## src/rtl/polyphase_pkg.sv

```systemverilog
// Shared definitions for the polyphase FIR output stage: rounding mode
// encodings and the signed saturation limits for a given output width.
package polyphase_pkg;

  localparam int ROUND_TRUNCATE = 0;
  localparam int ROUND_HALF_UP  = 1;

  // Largest positive value representable in a signed word of data_width bits.
  function automatic longint sat_max(input int data_width);
    return (64'sd1 <<< (data_width - 1)) - 64'sd1;
  endfunction

  // Most negative value representable in a signed word of data_width bits.
  function automatic longint sat_min(input int data_width);
    return -(64'sd1 <<< (data_width - 1));
  endfunction

endpackage

```

## src/rtl/polyphase_sample_fifo.sv

```systemverilog
// Synchronous sample FIFO with a registered head word. The output register
// holds the oldest entry; the array holds the rest. level counts both, so a
// full FIFO is DEPTH entries including the one presented on m_data.
//
// Handshake: a word transfers on a cycle where m_valid && m_ready are both
// high at the rising edge; m_data is held stable while m_valid && !m_ready.
// push must only be asserted when level < DEPTH or a pop happens that cycle.
module polyphase_sample_fifo
  import polyphase_pkg::*;
#(
  parameter int WIDTH = 16,
  parameter int DEPTH = 4,
  parameter int LW    = $clog2(DEPTH) + 1
) (
  input  logic             clock,
  input  logic             reset,
  input  logic             push,
  input  logic [WIDTH-1:0] push_data,
  output logic [WIDTH-1:0] m_data,
  output logic             m_valid,
  input  logic             m_ready,
  output logic [LW-1:0]    level
);

  localparam int PW = $clog2(DEPTH);

  logic [WIDTH-1:0] mem_q [DEPTH];
  logic [WIDTH-1:0] mem_d [DEPTH];
  logic [PW-1:0]    wr_ptr_q, wr_ptr_d;
  logic [PW-1:0]    rd_ptr_q, rd_ptr_d;
  logic [LW-1:0]    level_q, level_d;
  logic [WIDTH-1:0] m_data_q, m_data_d;
  logic             m_valid_q, m_valid_d;
  logic             pop;
  logic [LW-1:0]    mem_count;

  // Next-state for the head register, storage array, pointers and level.
  always_comb begin
    pop       = m_valid_q & m_ready;
    mem_count = level_q - LW'(m_valid_q);
    mem_d     = mem_q;
    wr_ptr_d  = wr_ptr_q;
    rd_ptr_d  = rd_ptr_q;
    m_data_d  = m_data_q;
    m_valid_d = m_valid_q;
    level_d   = level_q + LW'(push) - LW'(pop);
    if (!m_valid_q || pop) begin
      // Head is free this edge: refill from the array first to keep order.
      if (mem_count != '0) begin
        m_data_d  = mem_q[rd_ptr_q];
        m_valid_d = 1'b1;
        rd_ptr_d  = rd_ptr_q + 1'b1;
        if (push) begin
          mem_d[wr_ptr_q] = push_data;
          wr_ptr_d        = wr_ptr_q + 1'b1;
        end
      end else if (push) begin
        m_data_d  = push_data;
        m_valid_d = 1'b1;
      end else begin
        m_valid_d = 1'b0;
      end
    end else if (push) begin
      mem_d[wr_ptr_q] = push_data;
      wr_ptr_d        = wr_ptr_q + 1'b1;
    end
  end

  // Control and head registers, cleared by reset.
  always_ff @(posedge clock) begin
    if (reset) begin
      wr_ptr_q  <= '0;
      rd_ptr_q  <= '0;
      level_q   <= '0;
      m_data_q  <= '0;
      m_valid_q <= 1'b0;
    end else begin
      wr_ptr_q  <= wr_ptr_d;
      rd_ptr_q  <= rd_ptr_d;
      level_q   <= level_d;
      m_data_q  <= m_data_d;
      m_valid_q <= m_valid_d;
    end
  end

  // Storage array; contents are don't-care until written.
  always_ff @(posedge clock) begin
    mem_q <= mem_d;
  end

  assign m_data  = m_data_q;
  assign m_valid = m_valid_q;
  assign level   = level_q;

endmodule

```

## src/rtl/polyphase_output_quantizer.sv

```systemverilog
// Terminal stage of the polyphase FIR MAC chain: rounds, shifts and
// saturates the last MAC's carry, buffers results, and produces the
// chain-wide clock enable so that downstream back-pressure freezes the
// whole chain instead of dropping results.
module polyphase_output_quantizer
  import polyphase_pkg::*;
#(
  parameter int CARRY_WIDTH  = 48,
  parameter int DATA_WIDTH   = 16,
  parameter int OUTPUT_SHIFT = 14,
  parameter int ROUND_MODE   = 1,
  parameter int LATENCY      = 3,
  parameter int FIFO_DEPTH   = 4,
  parameter int LW           = $clog2(FIFO_DEPTH) + 1
) (
  input  logic                   clock,
  input  logic                   reset,
  input  logic                   in_valid,
  output logic                   in_ready,
  output logic                   ce_calculate,
  input  logic [CARRY_WIDTH-1:0] carry_in,
  output logic [DATA_WIDTH-1:0]  m_data,
  output logic                   m_valid,
  input  logic                   m_ready,
  output logic                   overflow,
  output logic [LW-1:0]          level
);

  localparam logic signed [CARRY_WIDTH:0] ROUND_ADD =
    (ROUND_MODE == ROUND_HALF_UP) ? ({{CARRY_WIDTH{1'b0}}, 1'b1} << (OUTPUT_SHIFT - 1)) : '0;
  localparam logic signed [CARRY_WIDTH:0] SAT_MAX = (CARRY_WIDTH + 1)'(sat_max(DATA_WIDTH));
  localparam logic signed [CARRY_WIDTH:0] SAT_MIN = (CARRY_WIDTH + 1)'(sat_min(DATA_WIDTH));
  localparam logic [DATA_WIDTH-1:0] OUT_MAX = {1'b0, {(DATA_WIDTH - 1){1'b1}}};
  localparam logic [DATA_WIDTH-1:0] OUT_MIN = {1'b1, {(DATA_WIDTH - 1){1'b0}}};

  // Valid tracking: bit 0 is the sample offered this cycle, each higher bit
  // is one chain advance later; the top bit says carry_in is a real result.
  logic [LATENCY-1:0] vpipe;
  logic               push;
  logic               overflow_q, overflow_d;
  logic               sat;
  logic signed [CARRY_WIDTH:0] rounded;
  logic signed [CARRY_WIDTH:0] shifted;
  logic [DATA_WIDTH-1:0]       quantized;
  logic [DATA_WIDTH-1:0]       fifo_data;
  logic                        fifo_valid;
  logic [LW-1:0]               fifo_level;

  // Stall only when full and nothing leaves; the pop frees the slot the push needs.
  assign ce_calculate = (fifo_level != LW'(FIFO_DEPTH)) || (fifo_valid && m_ready);
  assign in_ready     = ce_calculate;
  assign push         = ce_calculate && vpipe[LATENCY-1];

  if (LATENCY > 1) begin : gen_vpipe
    logic [LATENCY-2:0] vpipe_q, vpipe_d;

    // Shift the valid markers only when the MAC chain advances.
    always_comb begin
      vpipe_d = vpipe_q;
      if (ce_calculate) begin
        vpipe_d = vpipe[LATENCY-2:0];
      end
    end

    // Valid marker registers.
    always_ff @(posedge clock) begin
      if (reset) begin
        vpipe_q <= '0;
      end else begin
        vpipe_q <= vpipe_d;
      end
    end

    assign vpipe = {vpipe_q, in_valid};
  end else begin : gen_no_vpipe
    assign vpipe = in_valid;
  end

  // Round, arithmetic shift, then clamp into the signed output range.
  always_comb begin
    rounded   = $signed({carry_in[CARRY_WIDTH-1], carry_in}) + ROUND_ADD;
    shifted   = rounded >>> OUTPUT_SHIFT;
    sat       = 1'b0;
    quantized = shifted[DATA_WIDTH-1:0];
    if (shifted > SAT_MAX) begin
      quantized = OUT_MAX;
      sat       = 1'b1;
    end else if (shifted < SAT_MIN) begin
      quantized = OUT_MIN;
      sat       = 1'b1;
    end
    overflow_d = overflow_q | (push & sat);
  end

  // Sticky saturation flag, set on the edge that stores a clamped result.
  always_ff @(posedge clock) begin
    if (reset) begin
      overflow_q <= 1'b0;
    end else begin
      overflow_q <= overflow_d;
    end
  end

  polyphase_sample_fifo #(
    .WIDTH (DATA_WIDTH),
    .DEPTH (FIFO_DEPTH),
    .LW    (LW)
  ) u_fifo (
    .clock     (clock),
    .reset     (reset),
    .push      (push),
    .push_data (quantized),
    .m_data    (fifo_data),
    .m_valid   (fifo_valid),
    .m_ready   (m_ready),
    .level     (fifo_level)
  );

  assign m_data   = fifo_data;
  assign m_valid  = fifo_valid;
  assign level    = fifo_level;
  assign overflow = overflow_q;

endmodule

```

## config.mk

```make
export PLATFORM = sky130hd
export DESIGN_NAME = polyphase_output_quantizer
export DESIGN_NICKNAME = d
export VERILOG_FILES = /design/src/rtl/polyphase_pkg.sv /design/src/rtl/polyphase_sample_fifo.sv /design/src/rtl/polyphase_output_quantizer.sv
export SDC_FILE = /design/constraint.sdc
export NUM_CORES = 1
export LEC_CHECK = 0
export ABC_AREA = 1
export BUFFER_PORTS_ARGS = -buffer_cell sky130_fd_sc_hd__buf_2
export CORE_MARGIN = 2
export CORE_UTILIZATION = 30
export DETAILED_ROUTE_END_ITERATION = 8
export HOLD_SLACK_MARGIN = 0.1
export PLACE_DENSITY = 0.51
export SLEW_MARGIN = 20
export SYNTH_ARGS = -nofsm -noshare
export SYNTH_HDL_FRONTEND = slang
export SYNTH_SLANG_ARGS = --single-unit
```

## constraint.sdc

```tcl
create_clock -name clock -period 2.69 [get_ports clock]
set_clock_uncertainty 0.1 [all_clocks]
set_input_delay 0.1345 -clock clock [delete_from_list [all_inputs] [get_ports clock]]
set_output_delay 0.1345 -clock clock [all_outputs]
set_load 0.005 [all_outputs]
```

==> run metrics <==
crit end category=flip-flop; Iter 0 DRT Violations=210; CP cell instances=inv_1 > ha_1 > xnor2_1 > and3_1 > a21oi_1 > inv_1 > nor2_1 > buf_4; CP max-delay cell=dfxtp_1; synthesis-stage register bit count=91; total number of vias=4376; worst-skew pair later-pin latency=0.33 ns; ANT nets after route=0; Final setup violation count=0; CP Max Fanout=16; Layout area overhead=16.4%; dpl hpwl=10.1 mm; Post-Syn Nets=710; VDD IR max=0.548 mV; YS warnings=0; CP Data Required Time=2.60 ns; vias in the first global route=4185; RSZ-0062 raised after global routing=false; I/O Pins=75; largest net degree at the start of global routing=32; Post-synth top cells=nand2_1 (167), nor2_1 (126), edfxtp_1 (64); total design power=5510 µW; drt total wl=13.9 mm; ys async rst share=0; grt ovf=0; post-DR wirelength/cell=14.8 µm; worst r2r src=u_fifo.level[0]; DRC Markers=0; EDFF count, synth=64; outcome=finished, final reports clean; Final Cycle Share=0.818; Static Leakage=0.00255 µW; # diodes=0; Rel. slew slack=0.651; final hold slack=0.113 ns; register area=2460 µm²; Max Cap Viol=0; Min-Delay Path Class=input pin to flip-flop; initial core utilization=0.305; layout cells sized above 1=0.202; Top cell by count, worst path=inv_1; via-per-instance ratio=4.65; gpl congestion=0.883; CP Class=flip-flop to flip-flop; clk root buf=clkbuf_16; crit path DAT=2.11 ns; Sink Count=91; CP startpoint=u_fifo.level[0]; Resize count post-CTS=0; most frequent cell after synthesis=nand2_1; First-pass DRT Iterations=4; post-synth top area cell=edfxtp_1; die height=136 µm; Synth area leaders=edfxtp_1 (37%), nand2_1 (12%), dfxtp_1 (10%), nor2_1 (9.0%), inv_1 (3.8%); mapped cell area=5260 µm²; fin crit period=2.20 ns; core box area=17200 µm²; Die X=136 µm; Final Slew Violations=0; CTS tree=done; setup bufs post-CTS=0; CP Buf/Inv Count=3; initial antenna violation count=0; ys flop type=edfxtp_1; slowest stage delay, CP=0.35 ns; share of the synthesized area in the top cell type=0.366; startpoint types=flip-flop; # rows=48; Fillers=1782; hold buffer count at CTS=1; PwrDens=901 nW/µm²; Layout Utilization=0.355; first-pass GRT wire length=21.8 mm; setup_tns=0 ns; Clock Pin Slew Worst Setup and Hold Paths=0.06 ns; CTS H-tree depth=3; Avg Inst Size Synth=8.10 µm²; gr usage total=0.155; Hold Crit Start=m_ready; final hold vios=0; Crit path max-delay family=buffers and inverters; fin nets=773; sequential element share of the synthesized area=0.468; I/O Buffers=61; Die Area=18600 µm²; fmax=455 MHz; CTS max path bufs=2; Cells after Synth=649; Worst-Margin Slew=0.524 ns; number of library cell types mapped by synthesis=35; Inserted Clock Buffers=9; area of the multi-input gates=2450 µm²
flip-flops by register name, summed over array words and instances, names as in the netlist:
| name | flops |
|---|---|
| u_fifo.m_valid | 1 |
| u_fifo.m_data | 16 |
| u_fifo.level | 3 |
| u_fifo.rd_ptr_q | 2 |
| u_fifo.mem_q | 64 |
| overflow | 1 |
| u_fifo.wr_ptr_q | 2 |
| gen_vpipe.vpipe_q | 2 |
power by group:
group | internal, µW | switching, µW | total [µW] | leakage [µW]
Combinational | 861 | 1570 | 2430 | 0.00162
Sequential | 1750 | 122 | 1870 | 0.000796
Clock | 711 | 491 | 1200 | 0.000140
cell families after synthesis:
| group | Yosys count | synth area share |
|---|---|---|
| compound gates | 80 | 0.0864 |
| flops | 91 | 0.468 |
| fa+ha+maj | 9 | 0.0229 |
| simple gates | 369 | 0.318 |
| buf+inv | 79 | 0.0666 |
| xor+xnor | 21 | 0.0378 |
routing by layer:
| layer | up-vias | part of all wire | track usage |
|---|---|---|---|
| li1 | 2232 | - | - |
| met1 | 2004 | 0.46 | 0.200 |
| met2 | 124 | 0.48 | 0.265 |
| met3 | 16 | 0.043 | 0.0280 |
| met4 | 0 | 0.015 | 0.0457 |
| met5 | - | 0 | 0 |
worst paths after layout:
| path | slack [ns] | cells after the start | endpoint |
|---|---|---|---|
| worst max-delay path | 0.49 | 8 | u_fifo.mem_q[22] |
| worst min register to register | 0.36 | 2 | u_fifo.m_data[4] |
| worst max register to register | 0.49 | 8 | u_fifo.mem_q[22] |
| worst min-delay path | 0.11 | 4 | u_fifo.m_valid |
layout by cell type, fill, tap and decap left out, types with 2 or more instances in the layout:
cell type  count
nand2_4        3
a31oi_1       16
buf_2         61
nand3b_1       4
dfxtp_1       27
clkinv_2       3
nor2_8         2
xnor2_1        7
edfxtp_1      64
inv_1         53
a21oi_1       15
o21ai_0       39
nand3_2       11
clkbuf_16      9
nand2_2       15
clkinv_1       2
nor2_1       126
nand4_1        2
buf_4         13
ha_1           8
nand3_1       24
nor3_1         2
nor2_2         4
nand2_1      167
xor2_1        12
a21oi_2        9
nor2_4         7
worst reg2reg max path: stages (launching register included):
cell and delay [ns]:
dfxtp_1 0.35, inv_1 0.07, ha_1 0.19, xnor2_1 0.12
and3_1 0.20, a21oi_1 0.25, inv_1 0.16, nor2_1 0.12
buf_4 0.30
metrics by stage:
step	setup WS, ns	cells	instance area (µm²)
floorplan	0.216	649	5260
detailed placement	0.157	925	5820
finish	0.490	942	6120
global placement	0.178	925	5820
CTS	0.476	942	6120
global route	0.246	942	6120
layout make-up:
type / count / area share
clock inverter: 6 / 0.00921
tap: 225 / 0.0460
inverter: 55 / 0.0338
sequential: 91 / 0.403
multi-input combinational: 479 / 0.400
timing repair buffer: 76 / 0.0708
clock buffer: 10 / 0.0374
Note: power is estimated with default switching activity, not from simulation.
